--- src/rtl/banco_contadores_transicion_pkg.sv ---
// Shared definitions for the transition-counter bank: edge-mode encodings,
// parameter legality check and the per-mode edge function.
package banco_contadores_transicion_pkg;

  typedef enum logic [1:0] {
    MODO_AMBOS  = 2'd0,
    MODO_SUBIDA = 2'd1,
    MODO_BAJADA = 2'd2
  } modo_e;

  // Used at elaboration time to reject impossible configurations.
  function automatic bit parametros_validos(input int num_cntr, input int ancho,
                                            input int ndir, input int modo);
    return (num_cntr >= 1) && (ancho >= 2) && (ndir >= 1) && (ndir < 31) &&
           ((1 << ndir) >= num_cntr) && (modo >= 0) && (modo <= 2);
  endfunction

  function automatic logic detectar_flanco(input int modo, input logic actual,
                                           input logic previo);
    logic flanco;
    if (modo == int'(MODO_SUBIDA)) begin
      flanco = actual & ~previo;
    end else if (modo == int'(MODO_BAJADA)) begin
      flanco = ~actual & previo;
    end else begin
      flanco = actual ^ previo;
    end
    return flanco;
  endfunction

endpackage

--- src/rtl/banco_contadores_transicion_if.sv ---
// Register/monitor bus of the transition-counter bank; the host drives
// through the master modport, the counter bank sits on the slave modport.
interface banco_contadores_transicion_if #(
  parameter int NUM_CNTR = 3,
  parameter int ANCHO    = 32,
  parameter int NDIR     = 2
);

  logic [NUM_CNTR-1:0] senal;
  logic                habilitar;
  logic                limpiar;
  logic [NDIR-1:0]     dir;
  logic                LE;
  logic                WE;
  logic [ANCHO-1:0]    dato_in;
  logic [ANCHO-1:0]    dato_out;
  logic                dato_valido;
  logic [NUM_CNTR-1:0] desborde;
  logic                error_dir;

  modport master (
    output senal, habilitar, limpiar, dir, LE, WE, dato_in,
    input  dato_out, dato_valido, desborde, error_dir
  );

  modport slave (
    input  senal, habilitar, limpiar, dir, LE, WE, dato_in,
    output dato_out, dato_valido, desborde, error_dir
  );

endinterface

--- src/rtl/banco_contadores_transicion_canal.sv ---
// One channel: edge detector on a monitored signal feeding a saturating,
// preloadable counter with a sticky overflow flag.
module contador_canal
  import banco_contadores_transicion_pkg::*;
#(
  parameter int ANCHO = 32,
  parameter int MODO  = 0
) (
  input  logic             clk,
  input  logic             reset,
  input  logic             senal_i,
  input  logic             habilitar_i,
  input  logic             limpiar_i,
  input  logic             carga_i,
  input  logic [ANCHO-1:0] dato_carga_i,
  output logic [ANCHO-1:0] cnt_o,
  output logic             desborde_o
);

  localparam logic [ANCHO-1:0] CNT_MAX = '1;

  logic             prev_q;
  logic [ANCHO-1:0] cnt_q, cnt_d;
  logic             desborde_q, desborde_d;
  logic             flanco;

  // prev follows senal even in reset or when disabled, so stale edges never count.
  always_ff @(posedge clk) begin
    prev_q <= senal_i;
  end

  assign flanco = detectar_flanco(MODO, senal_i, prev_q);

  always_comb begin
    cnt_d      = cnt_q;
    desborde_d = desborde_q;
    if (limpiar_i) begin
      cnt_d      = '0;
      desborde_d = 1'b0;
    end else if (carga_i) begin
      cnt_d      = dato_carga_i;
      desborde_d = 1'b0;
    end else if (habilitar_i && flanco) begin
      if (cnt_q == CNT_MAX) begin
        desborde_d = 1'b1;
      end else begin
        cnt_d = cnt_q + 1'b1;
      end
    end
  end

  always_ff @(posedge clk) begin
    if (reset) begin
      cnt_q      <= '0;
      desborde_q <= 1'b0;
    end else begin
      cnt_q      <= cnt_d;
      desborde_q <= desborde_d;
    end
  end

  assign cnt_o      = cnt_q;
  assign desborde_o = desborde_q;

endmodule

--- src/rtl/banco_contadores_transicion.sv ---
// Bank of per-signal transition counters with an addressed read/preload
// port; holds address decode, read mux and the registered outputs.
module banco_contadores_transicion
  import banco_contadores_transicion_pkg::*;
#(
  parameter int NUM_CNTR = 3,
  parameter int ANCHO    = 32,
  parameter int NDIR     = 2,
  parameter int MODO     = 0
) (
  input logic                          clk,
  input logic                          reset,
  banco_contadores_transicion_if.slave bus
);

  generate
    if (!parametros_validos(NUM_CNTR, ANCHO, NDIR, MODO)) begin : g_param_error
      $error("banco_contadores_transicion: illegal NUM_CNTR/ANCHO/NDIR/MODO combination");
    end
  endgenerate

  logic [ANCHO-1:0]    cnt [NUM_CNTR];
  logic [NUM_CNTR-1:0] desborde;
  logic                dir_en_rango;
  logic [ANCHO-1:0]    lectura;

  logic [ANCHO-1:0] dato_out_q, dato_out_d;
  logic             dato_valido_q, dato_valido_d;
  logic             error_dir_q, error_dir_d;

  assign dir_en_rango = (32'(bus.dir) < NUM_CNTR);

  for (genvar i = 0; i < NUM_CNTR; i++) begin : g_canal
    logic carga;
    assign carga = bus.WE && dir_en_rango && (bus.dir == NDIR'(i));

    contador_canal #(
      .ANCHO (ANCHO),
      .MODO  (MODO)
    ) u_canal (
      .clk          (clk),
      .reset        (reset),
      .senal_i      (bus.senal[i]),
      .habilitar_i  (bus.habilitar),
      .limpiar_i    (bus.limpiar),
      .carga_i      (carga),
      .dato_carga_i (bus.dato_in),
      .cnt_o        (cnt[i]),
      .desborde_o   (desborde[i])
    );
  end

  // Read mux sees pre-update counter values; unmatched addresses read as zero.
  always_comb begin
    lectura = '0;
    for (int i = 0; i < NUM_CNTR; i++) begin
      if (bus.dir == NDIR'(i)) begin
        lectura = cnt[i];
      end
    end
  end

  always_comb begin
    dato_out_d    = dato_out_q;
    dato_valido_d = bus.LE;
    error_dir_d   = (bus.LE || bus.WE) && !dir_en_rango;
    if (bus.LE) begin
      dato_out_d = lectura;
    end
  end

  always_ff @(posedge clk) begin
    if (reset) begin
      dato_out_q    <= '0;
      dato_valido_q <= 1'b0;
      error_dir_q   <= 1'b0;
    end else begin
      dato_out_q    <= dato_out_d;
      dato_valido_q <= dato_valido_d;
      error_dir_q   <= error_dir_d;
    end
  end

  assign bus.dato_out    = dato_out_q;
  assign bus.dato_valido = dato_valido_q;
  assign bus.error_dir   = error_dir_q;
  assign bus.desborde    = desborde;

endmodule

--- src/flat_wrapper.sv ---
// flat-port wrapper written by rule: the top's interface ports become plain ports
module banco_contadores_transicion_flat import banco_contadores_transicion_pkg::*;
#(
  parameter int NUM_CNTR = 3,
  parameter int ANCHO    = 32,
  parameter int NDIR     = 2,
  parameter int MODO     = 0
)
  (clk, reset, bus_senal, bus_habilitar, bus_limpiar, bus_dir, bus_LE, bus_WE, bus_dato_in, bus_dato_out, bus_dato_valido, bus_desborde, bus_error_dir);
  banco_contadores_transicion_if #(.NUM_CNTR(NUM_CNTR), .ANCHO(ANCHO), .NDIR(NDIR)) bus_i ();
  input logic clk;
  input logic reset;
  input wire logic [$bits(bus_i.senal)-1:0] bus_senal;
  input wire logic [$bits(bus_i.habilitar)-1:0] bus_habilitar;
  input wire logic [$bits(bus_i.limpiar)-1:0] bus_limpiar;
  input wire logic [$bits(bus_i.dir)-1:0] bus_dir;
  input wire logic [$bits(bus_i.LE)-1:0] bus_LE;
  input wire logic [$bits(bus_i.WE)-1:0] bus_WE;
  input wire logic [$bits(bus_i.dato_in)-1:0] bus_dato_in;
  output wire logic [$bits(bus_i.dato_out)-1:0] bus_dato_out;
  output wire logic [$bits(bus_i.dato_valido)-1:0] bus_dato_valido;
  output wire logic [$bits(bus_i.desborde)-1:0] bus_desborde;
  output wire logic [$bits(bus_i.error_dir)-1:0] bus_error_dir;
  assign bus_i.senal = bus_senal;
  assign bus_i.habilitar = bus_habilitar;
  assign bus_i.limpiar = bus_limpiar;
  assign bus_i.dir = bus_dir;
  assign bus_i.LE = bus_LE;
  assign bus_i.WE = bus_WE;
  assign bus_i.dato_in = bus_dato_in;
  assign bus_dato_out = bus_i.dato_out;
  assign bus_dato_valido = bus_i.dato_valido;
  assign bus_desborde = bus_i.desborde;
  assign bus_error_dir = bus_i.error_dir;
  banco_contadores_transicion #(.NUM_CNTR(NUM_CNTR), .ANCHO(ANCHO), .NDIR(NDIR), .MODO(MODO)) u_core (.clk(clk), .reset(reset), .bus(bus_i));
endmodule
--- config.mk ---
export PLATFORM = sky130hd
export DESIGN_NAME = banco_contadores_transicion_flat
export DESIGN_NICKNAME = d
export VERILOG_FILES = /design/src/rtl/banco_contadores_transicion_pkg.sv /design/src/rtl/banco_contadores_transicion_if.sv /design/src/rtl/banco_contadores_transicion_canal.sv /design/src/rtl/banco_contadores_transicion.sv /design/src/flat_wrapper.sv
export SDC_FILE = /design/constraint.sdc
export NUM_CORES = 1
export LEC_CHECK = 0
export ABC_AREA = 1
export BUFFER_PORTS_ARGS = -buffer_cell sky130_fd_sc_hd__clkbuf_2
export CAP_MARGIN = 15
export CORE_MARGIN = 2
export CORE_UTILIZATION = 35
export DETAILED_ROUTE_END_ITERATION = 10
export GPL_TIMING_DRIVEN = 0
export SLEW_MARGIN = 20
export SYNTH_ARGS = -nofsm -noshare
export SYNTH_HDL_FRONTEND = slang
export SYNTH_SLANG_ARGS = --single-unit
--- constraint.sdc ---
create_clock -name clk -period 3.51 [get_ports clk]
set_input_delay 0.5265 -clock clk [delete_from_list [all_inputs] [get_ports clk]]
set_output_delay 0.5265 -clock clk [all_outputs]
set_load 0.1 [all_outputs]
==> reports/qor.csv, run 1 <==
stage,metric,value,unit
logic_synthesis,Post-Syn Area,0.00884,sq mm
drt,antenna-violating nets left,0,
floorplan,Die W,163,microns
logic_synthesis,"EDFF count, synth",0,
drt,initial detailed-routing violation count,1120,
worst_setup_path,CP Capture Type,flip-flop,
global_route,grt ovf,0,
layout,Seq. cell area,0.00272,sq mm
cts,TritonCTS buffer count,17,
drt,final WL,36700,microns
logic_synthesis,Synth Instances,1470,
worst_setup_path,crit-path max FO,10,
timing,Final Cycle Share,0.634,
cts,hold_buf cts,0,
logic_synthesis,Synth Flop Type,dfxtp_1,
global_route,largest net degree at the start of global routing,17,
timing,max-slew violations,0,
cts,CTS sink count,136,
timing,relative slew slack,0.416,
worst_setup_path,length in cells of the worst reg-to-reg path,11,
timing,Max Fclk,450,MHz
cts,Max Root-Sink Buffers,2,
cts,CTS Root Cell,clkbuf_16,
logic_synthesis,Yosys top cell area share,0.308,
placement,PortBufs,78,
floorplan,starting density of the core,0.354,
drt,TritonRoute pass-1 iters,7,
logic_synthesis,Post-Syn Nets,1516,
run,MaxCap Viol Count,0,
power,P_leak,3.82,nW
logic_synthesis,sequential element share of the synthesized area,0.308,
timing,RSZ-0062 raised after global routing,false,
layout,area of the multi-input gates,0.00541,sq mm
layout,Final #Nets,1613,
layout,share of layout cells above drive strength 1,0.108,
drt,drc violations,0,
logic_synthesis,cell taking the most area after synthesis,dfxtp_1,
drt,routed vias,10100,
logic_synthesis,Synthesis Warnings,0,
timing,final setup vio count,0,
floorplan,Die Height,163,microns
logic_synthesis,asr flop ratio synth,0,
timing,Worst-Margin Slew,876,ps
cts,# H-tree levels,4,
timing,clk_skew,11.2,ps
timing,final hold vios,0,
drt,DR vias/cell,5.28,
status,status,"complete, no violations",
cts,CTS clock-pin slew for the worst setup and hold paths,70,ps
timing,Final min period,2220,ps
placement,Routability Congestion,0.966,
layout,Antenna diodes,0,
global_route,first-pass GRT wire length,55400,microns
floorplan,Top Ports,80,
cts,CTS tree,done,
power,Power Dens Cells,400,mW/mm^2
worst_setup_path,CP Data Arrival Time,2510,ps
layout,"most common cell after layout, fill and taps aside",nand2_1,
logic_synthesis,syn_area_per_cell,6.02,sq um
worst_setup_path,"Req. time, crit path",3790,ps
power,worst vdd ir,0.294,mV
layout,Layout Area Growth over Synthesis,16.0,%
drt,wire per inst,19.2,microns
global_route,vias in the first global route,9320,
hold_path,worst hold stages,1,
placement,post-DP HPWL,29100,microns
worst_setup_path,kind of critical path,flip-flop to flip-flop,
logic_synthesis,number of synthesized register bits,136,
logic_synthesis,post-synth cell types,34,
layout,Final Util,0.411,
hold_path,HP Class,input pin to flip-flop,
floorplan,# rows,58,
cts,Skew-Pair Late Insertion Delay,430,ps
timing,TNS Setup,0,ps
global_route,Total GRT Usage,0.280,
cts,total setup buffers inserted after CTS,0,
floorplan,die area,0.0266,sq mm
cts,post-CTS sizing,0,
global_route,initial antenna violation count,1,
floorplan,core area,0.0250,sq mm
logic_synthesis,synth top area cells,"dfxtp_1 31%, nand2_1 23%, nor2_1 8.4%",
worst_setup_path,CP Launch Type,flip-flop,
layout,number of fill cells in the layout,2865,
layout,most frequent cells in the layout,"551 x nand2_1, 198 x nor2_1, 136 x dfxtp_1",
[synthesized netlist by cell type, types with 5 or more instances]
cell / number
a21boi_1: 14
a21oi_1: 108
a41oi_1: 32
buf_2: 14
buf_4: 7
buf_6: 5
clkbuf_1: 35
dfxtp_1: 136
inv_1: 99
inv_2: 7
nand2_1: 551
nand2_2: 8
nand3_1: 70
nand3b_1: 20
nand4_1: 8
nor2_1: 198
nor2_2: 7
nor2_4: 5
nor3_1: 6
o21ai_0: 74
o21bai_1: 7
xnor2_1: 17
xor2_1: 21
[routing by layer]
layer	wire (microns)	global-route usage	part of all wire
met1	15900	0.380	0.43
met2	16300	0.443	0.44
met3	2880	0.0433	0.079
met4	1560	0.118	0.042
met5	16	0	0.00044
[power by group]
group	switching, mW	total, mW	internal (mW)
Combinational	0.437	0.558	0.121
Clock	0.774	1.92	1.14
Sequential	0.0462	1.63	1.58
[metrics by stage]
| step | cells | hold slack [ps] | power, mW | worst slack (ps) | area [sq um] |
|---|---|---|---|---|---|
| 2_1_floorplan | 1470 | 439 | 2.01 | 1830 | 8840 |
| 3_3_place_gp | 1878 | 478 | 2.21 | 1170 | 9650 |
| 3_5_place_dp | 1878 | 476 | 2.21 | 1190 | 9650 |
| 4_1_cts | 1910 | 220 | 4.10 | 1310 | 10300 |
| 5_1_grt | 1910 | 219 | 4.21 | 1130 | 10300 |
| 6_report | 1910 | 225 | 4.10 | 1290 | 10300 |
[worst paths after layout]
kind                                                        endpoint  slack, ps                            startpoint
worst max register to register   u_core.g_canal[2].u_canal.cnt_o[28]       1290    u_core.g_canal[2].u_canal.cnt_o[1]
worst min register to register  u_core.g_canal[1].u_canal.desborde_o        480  u_core.g_canal[1].u_canal.desborde_o
worst max-delay path             u_core.g_canal[2].u_canal.cnt_o[28]       1290    u_core.g_canal[2].u_canal.cnt_o[1]
worst min-delay path                u_core.g_canal[0].u_canal.prev_q        220                          bus_senal[0]
[critical path, cell delays in order (launching register included)]
cell     delay (ps)
dfxtp_1         410
ha_1            210
nand2_2          90
nor2_4          180
nand2_2         130
nor2_4          190
nand3_1         180
nand2_1         150
nor2_1          110
buf_2           220
nand2_1         120
a21oi_1          70
[logic make-up after synthesis]
logic type	share of synthesized area
adders and majority gates	0.00424
and+or+nand+nor	0.415
AOI/OAI and AO/OA	0.155
DFF	0.308
xor gates and xnor gates	0.0376
buffers and inverters	0.0801
[sequential cells by signal (all words and copies together), names as in the netlist]
| signal | flops |
|---|---|
| u_core.g_canal.u_canal.prev_q | 3 |
| u_core.bus.error_dir | 1 |
| u_core.g_canal.u_canal.desborde_o | 3 |
| u_core.g_canal.u_canal.cnt_o | 96 |
| u_core.bus.dato_out | 32 |
| u_core.bus.dato_valido | 1 |
[final cells by class]
class,instances,share of cell area
plain buffers,61,0.0302
inverters,106,0.0388
repair buffers,78,0.0380
multi-input cells,1167,0.528
well taps,330,0.0402
clock inverters,13,0.0165
clock buffers,19,0.0432
flip-flops and latches,136,0.265
Power figures use the tool's default switching activity.
==> run 2, diff against run 1 <==
Settings changed: ABC_AREA 1 to 0.
Clock period 3.51 ns to 2.1 ns, I/O delays scaled along.
==> run 2 against run 1 <==
Utilization rose by 3.7 points; highest routed layer is now met4; wire length fell by 28%; clock-buffer cell count rose by 3; critical path type unchanged; flip-flop and latch count did not move.
==> reports/qor.csv, run 2 <==
stage,metric,value,unit
status,status,"complete, no violations",
cts,Skew-Pair Late Insertion Delay,420,ps
cts,# H-tree levels,4,
logic_synthesis,Post-Syn Nets,976,
layout,number of fill cells in the layout,2157,
drt,drc violations,0,
logic_synthesis,top-count cell post-synth,dfxtp_1,
timing,final hold vios,0,
timing,Worst-Margin Slew,753,ps
worst_setup_path,kind of critical path,flip-flop to flip-flop,
placement,post-DP HPWL,20200,microns
floorplan,starting density of the core,0.355,
drt,antenna-violating nets left,0,
timing,relative slew slack,0.496,
global_route,grt ovf,0,
global_route,vias in the first global route,7049,
drt,wire per inst,19.7,microns
worst_setup_path,"slowest stage cell, crit path",dfxtp_2,
layout,Largest register FFs,96,
timing,RSZ-0062 raised after global routing,true,
global_route,largest net degree at the start of global routing,17,
logic_synthesis,Synth Instances,930,
worst_setup_path,"Largest delay share family, worst path",simple AND/OR/NAND/NOR gates,
placement,PortBufs,76,
logic_synthesis,syn_area_per_cell,8.01,sq um
timing,clk_skew,9.45,ps
worst_setup_path,CP Capture Type,flip-flop,
logic_synthesis,Post-Syn Area,0.00745,sq mm
logic_synthesis,"EDFF count, synth",0,
hold_path,HP Class,input pin to flip-flop,
drt,initial detailed-routing violation count,777,
power,Final Power,6.59,mW
layout,Antenna diodes,0,
run,MaxCap Viol Count,0,
drt,routed vias,7596,
layout,Layout Area Growth over Synthesis,26.0,%
cts,CTS Root Cell,clkbuf_16,
timing,TNS Setup,0,ps
timing,Final min period,2100,ps
worst_setup_path,CP Data Arrival Time,2380,ps
logic_synthesis,post-synth cell types,55,
timing,Max Fclk,477,MHz
layout,"most common cell after layout, fill and taps aside",a21oi_1,
worst_setup_path,CP Buf/Inv Count,1,
layout,Final #Nets,1109,
layout,share of layout cells above drive strength 1,0.215,
floorplan,die area,0.0225,sq mm
timing,max-slew violations,0,
logic_synthesis,cell taking the most area after synthesis,dfxtp_1,
worst_setup_path,CP max stage delay,350,ps
cts,Max Root-Sink Buffers,2,
logic_synthesis,asr flop ratio synth,0,
global_route,Total GRT Usage,0.235,
logic_synthesis,commonest cells in the netlist,"136 x dfxtp_1, 111 x a21oi_1, 106 x nor2_1",
cts,TritonCTS buffer count,17,
logic_synthesis,sequential element share of the synthesized area,0.366,
power,Power Dens Cells,703,mW/mm^2
global_route,first-pass GRT wire length,39900,microns
cts,hold_buf cts,0,
placement,Routability Congestion,0.983,
worst_setup_path,crit-path cells,"ha_1, and4_2, and2_4, a41o_1, clkbuf_4, nor3_1, xnor2_1, a21oi_1",
worst_setup_path,"Req. time, crit path",2390,ps
drt,final WL,26600,microns
logic_synthesis,number of synthesized register bits,136,
floorplan,Die W,150,microns
worst_setup_path,CP Launch Type,flip-flop,
cts,CTS tree,done,
logic_synthesis,Synth Flop Type,dfxtp_1,
cts,CTS sink count,136,
floorplan,# rows,53,
floorplan,core area,0.0210,sq mm
floorplan,Top Ports,80,
power,P_leak,3.30,nW
logic_synthesis,Synthesis Warnings,0,
drt,TritonRoute pass-1 iters,5,
logic_synthesis,Yosys top cell area share,0.366,
drt,DR vias/cell,5.62,
layout,Final Util,0.448,
timing,Final Cycle Share,0.999,
power,worst vdd ir,0.411,mV
cts,CTS clock-pin slew for the worst setup and hold paths,60,ps
layout,most frequent cells in the layout,"110 x a21oi_1, 106 x nor2_1, 106 x dfxtp_1",
floorplan,Die Height,150,microns
worst_setup_path,crit-path max FO,10,
logic_synthesis,synth top area cells,"dfxtp_1 37%, a21oi_1 7.5%, nor2_1 5.3%",
timing,final setup vio count,0,
global_route,initial antenna violation count,0,
-- run 2: changes by cell type in the layout (fill, tap and decap cells not counted), sizes merged, moves of 20 or more --
cell / change
clkbuf: +24
xor2: +20
inv: -105
nand4: +30
a41oi: -27
mux2i: +35
nand2: -509
buf: +23
nand3: -29
nor2: -105
a211oi: +41
-- run 2: path summary, 6_finish.rpt --
path | slack, ps | startpoint | to | depth (start not counted)
worst max-delay path | 3 | u_core.g_canal[2].u_canal.cnt_o[0] | u_core.g_canal[2].u_canal.cnt_o[13] | 8
worst max register to register | 3 | u_core.g_canal[2].u_canal.cnt_o[0] | u_core.g_canal[2].u_canal.cnt_o[13] | 8
worst min register to register | 480 | u_core.bus.dato_out[12] | u_core.bus.dato_out[12] | 2
worst min-delay path | 20 | bus_senal[1] | u_core.g_canal[1].u_canal.prev_q | 1
-- run 2: cell type report --
type | instances | area [sq um] | area share
flip-flops and latches | 136 | 2780 | 0.297
clock buffers | 22 | 474 | 0.0505
repair buffers | 117 | 692 | 0.0738
plain buffers | 66 | 294 | 0.0313
clock inverters | 10 | 118 | 0.0125
well taps | 275 | 344 | 0.0367
multi-input cells | 723 | 4670 | 0.498
inverters | 2 | 7.51 | 0.000800
-- run 2: cells by family after synthesis --
kind of cell	Yosys count	synth area share
fa+ha+maj	3	0.00504
mux	35	0.0470
compound gates	269	0.213
flops	136	0.366
buf+inv	71	0.0385
simple gates	340	0.242
xor+xnor	76	0.0894
-- run 2: what timing repair did --
action	in CTS	in global routing
gates cloned	0	0
pin swaps	10	19
buffers inserted	19	23
endpoints found under the hold margin	0	0
endpoints found under the setup margin	94	78
resized for setup	32	63
-- run 2: report_power, final --
part / leakage (nW) / switching, mW / internal [mW] / total, mW
clock network: 0.291 / 1.17 / 1.85 / 3.02
logic: 1.89 / 0.635 / 0.204 / 0.839
registers: 1.12 / 0.0831 / 2.65 / 2.74
-- run 2: routing by layer --
metal  GRT usage  routed length, microns  up-vias
met2       0.370                   12000      360
met4      0.0925                     623        0
met5           0                       0        -
met1       0.317                   11700     3511
li1            -                       -     3680
met3      0.0430                    2230       45
-- run 2: worst reg2reg max path: cells and delay by family, from the launching register on --
family,cells,cell delay [ps]
AND/OR/NAND/NOR,3,720
flip-flops,1,350
AO/OA/AOI/OAI,2,300
adder cells (fa/ha/maj),1,230
buffers and inverters,1,200
XOR/XNOR,1,160
-- run 2: stage by stage --
stage               cell area [sq um]  hold slack [ps]  worst slack [ps]  std cells
finish                           9380             17.7              2.94       1351
global route                     9380             6.65             -77.0       1351
CTS                              9020             12.4             -89.5       1331
detailed placement               8180              446              -487       1281
global placement                 8170              445              -467       1281
floorplan                        7450              343              21.6        930
==> run 3, diff against run 2 <==
Settings changed: CELL_PAD_IN_SITES_DETAIL_PLACEMENT set to 2, CELL_PAD_IN_SITES_GLOBAL_PLACEMENT set to 2, PLACE_DENSITY_LB_ADDON set to 0.1.
==> run 3 against run 2 <==
The run now ends with negative setup slack left; worst hold slack worse by 10 ps; via count is 7.4% higher; utilization is 1.1 points higher; final area is 2.5% higher; maximum frequency is 4.4% lower; largest power group unchanged; global-route usage is 6.7 points higher; clock-buffer cell count is 3 lower; die area stayed put.
==> reports/qor.csv, run 3 (synthesized netlist as in run 2, its figures left out) <==
stage,metric,value,unit
cts,CTS Root Cell,clkbuf_16,
timing,relative slew slack,0.427,
cts,Skew-Pair Late Insertion Delay,440,ps
timing,RSZ-0062 raised after global routing,true,
worst_setup_path,"Req. time, crit path",2460,ps
power,sw frac,0.312,
layout,Largest register FFs,96,
cts,hold_buf cts,0,
worst_setup_path,CP Capture Type,flip-flop,
timing,final setup vio count,6,
floorplan,die area,0.0225,sq mm
layout,Final #Nets,1112,
global_route,initial antenna violation count,0,
layout,share of layout cells above drive strength 1,0.269,
placement,Post-Place Cells,1281,
worst_setup_path,FF-to-FF End,u_core.g_canal[0].u_canal.cnt_o[15],
placement,post-DP HPWL,24100,microns
drt,Max Used Layer,met4,
power,Seq pwr share,0.408,
worst_setup_path,CP Launch Type,flip-flop,
drt,met3 WL,2030,microns
timing,Final Cycle Share,1.04,
hold_path,hold_sp,bus_senal[1],
power,P_leak,3.35,nW
worst_setup_path,FF-to-FF setup slack,-90,ps
layout,Layout Area Growth over Synthesis,29.1,%
layout,"most common cell after layout, fill and taps aside",a21oi_1,
cts,# H-tree levels,4,
floorplan,Die Height,150,microns
floorplan,starting density of the core,0.355,
drt,met2 WL,17400,microns
power,combinational power share,0.134,
timing,final hold vios,0,
power,internal power,4.62,mW
status,failing checks,negative setup slack,
worst_setup_path,length in cells of the worst reg-to-reg path,6,
placement,Setup WS pre-CTS,-625,ps
layout,Non-Filler Instances,1354,
cts,CTS sink count,136,
drt,DR vias/cell,6.02,
timing,Worst-Margin Slew,859,ps
layout,most frequent cells in the layout,"111 x a21oi_1, 102 x nor2_1, 83 x clkbuf_2",
worst_setup_path,Reg-to-Reg Start,u_core.g_canal[0].u_canal.cnt_o[2],
drt,routed vias,8156,
power,Switch Pwr,2.09,mW
status,status,"finished, violations left",
drt,drc violations,0,
cts,Max Root-Sink Buffers,2,
worst_setup_path,CP max stage delay,510,ps
worst_setup_path,"slowest stage cell, crit path",dfxtp_1,
run,MaxCap Viol Count,0,
drt,wl on met1,15500,microns
drt,antenna-violating nets left,0,
timing,Max Fclk,456,MHz
global_route,first-pass GRT wire length,51000,microns
global_route,largest net degree at the start of global routing,17,
hold_path,end of the worst hold path,u_core.g_canal[1].u_canal.prev_q,
timing,Final WS setup,-93.5,ps
floorplan,Top Ports,80,
layout,Antenna diodes,0,
worst_setup_path,kind of critical path,flip-flop to flip-flop,
cts,CTS clock-pin slew for the worst setup and hold paths,70,ps
drt,TritonRoute pass-1 iters,5,
worst_setup_path,crit-path max FO,10,
hold_path,worst hold stages,1,
power,Clock power frac,0.457,
drt,wire per inst,26.3,microns
global_route,vias in the first global route,8167,
global_route,grt ovf,0,
drt,final WL,35700,microns
floorplan,# rows,53,
cts,TritonCTS buffer count,17,
power,Power Dens Cells,698,mW/mm^2
timing,max-slew violations,0,
global_route,Total GRT Usage,0.302,
placement,Routability Congestion,0.864,
timing,Final min period,2190,ps
placement,PortBufs,76,
cts,CTS tree,done,
power,worst vdd ir,0.507,mV
drt,initial detailed-routing violation count,544,
hold_path,HP Class,input pin to flip-flop,
worst_setup_path,CP Data Arrival Time,2550,ps
floorplan,core area,0.0210,sq mm
worst_setup_path,crit-path cells,"and4_1, nand4_1, buf_4, nor4_1, o211ai_1, a21oi_1",
timing,clk_skew,15.2,ps
floorplan,Die W,150,microns
layout,number of fill cells in the layout,2334,
==> run 3: cell types whose count changed in the layout (fill, tap and decap cells not counted), moves of 4 or more <==
cell,change
buf_6,+5
clkbuf_1,-5
clkinvlp_4,+4
dfxtp_1,-32
dfxtp_2,+21
dfxtp_4,+11
nor2_1,-4
nor3_1,-5
nor3_2,+4
==> run 3: layout make-up <==
type | instances | area, sq um | share of cell area
multi-input combinational | 723 | 4770 | 0.496
clock inverter | 13 | 146 | 0.0152
inverter | 2 | 7.51 | 0.000781
timing repair buffer | 121 | 762 | 0.0793
tap | 275 | 344 | 0.0358
buffer | 65 | 302 | 0.0314
clock buffer | 19 | 433 | 0.0450
sequential | 136 | 2850 | 0.296
==> run 3: repair_timing <==
item	4_1_cts	5_1_grt
setup endpoints to repair	96	81
setup buffers	22	23
gates resized for setup	68	108
pin swaps	19	32
==> run 3: stage by stage <==
step                hold slack [ps]  cell area [sq um]   util  power (mW)  TNS [ps]
global route                   12.2               9610  0.459        6.91      -969
global placement                445               8170  0.390        3.62    -34750
CTS                            1.69               9160  0.437        6.68     -6.54
finish                         7.24               9610  0.459        6.71      -273
detailed placement              447               8180  0.390        3.64    -41520
floorplan                       343               7450      -        3.34         0
==> run 3: power groups by stage <==
stage	registers [mW]	clock network (mW)	logic (mW)
detailed placement	2.80	0	0.840
global route	2.75	3.21	0.952
finish	2.74	3.07	0.902
global placement	2.80	0	0.823
CTS	2.75	3.08	0.855
floorplan	3.02	0	0.324
==> run 3: critical path: cells and delay by family (launching register included) <==
family / cells / cell delay, ps
buf+inv: 1 / 280
flops: 1 / 510
compound gates: 2 / 360
simple gates: 3 / 970
==> run 3: how the worst max path moves through the flow <==
stage                     cells past startpoint  slack (ps)                                  end                                from
final                                         6         -90  u_core.g_canal[0].u_canal.cnt_o[15]  u_core.g_canal[0].u_canal.cnt_o[2]
after global routing                          6        -150  u_core.g_canal[0].u_canal.cnt_o[15]  u_core.g_canal[0].u_canal.cnt_o[2]
after CTS                                     7          -7  u_core.g_canal[2].u_canal.cnt_o[12]  u_core.g_canal[2].u_canal.cnt_o[7]
after detailed placement                      7        -630  u_core.g_canal[2].u_canal.cnt_o[27]  u_core.g_canal[2].u_canal.cnt_o[0]
after global placement                        7        -590  u_core.g_canal[2].u_canal.cnt_o[27]  u_core.g_canal[2].u_canal.cnt_o[0]
after floorplan                               7          20  u_core.g_canal[2].u_canal.cnt_o[31]  u_core.g_canal[2].u_canal.cnt_o[0]
==> run 3: routing by layer <==
metal,vias to the layer above,global-route usage
li1,3685,-
met1,4094,0.408
met2,319,0.502
met3,58,0.0366
met4,0,0.0906
met5,-,0
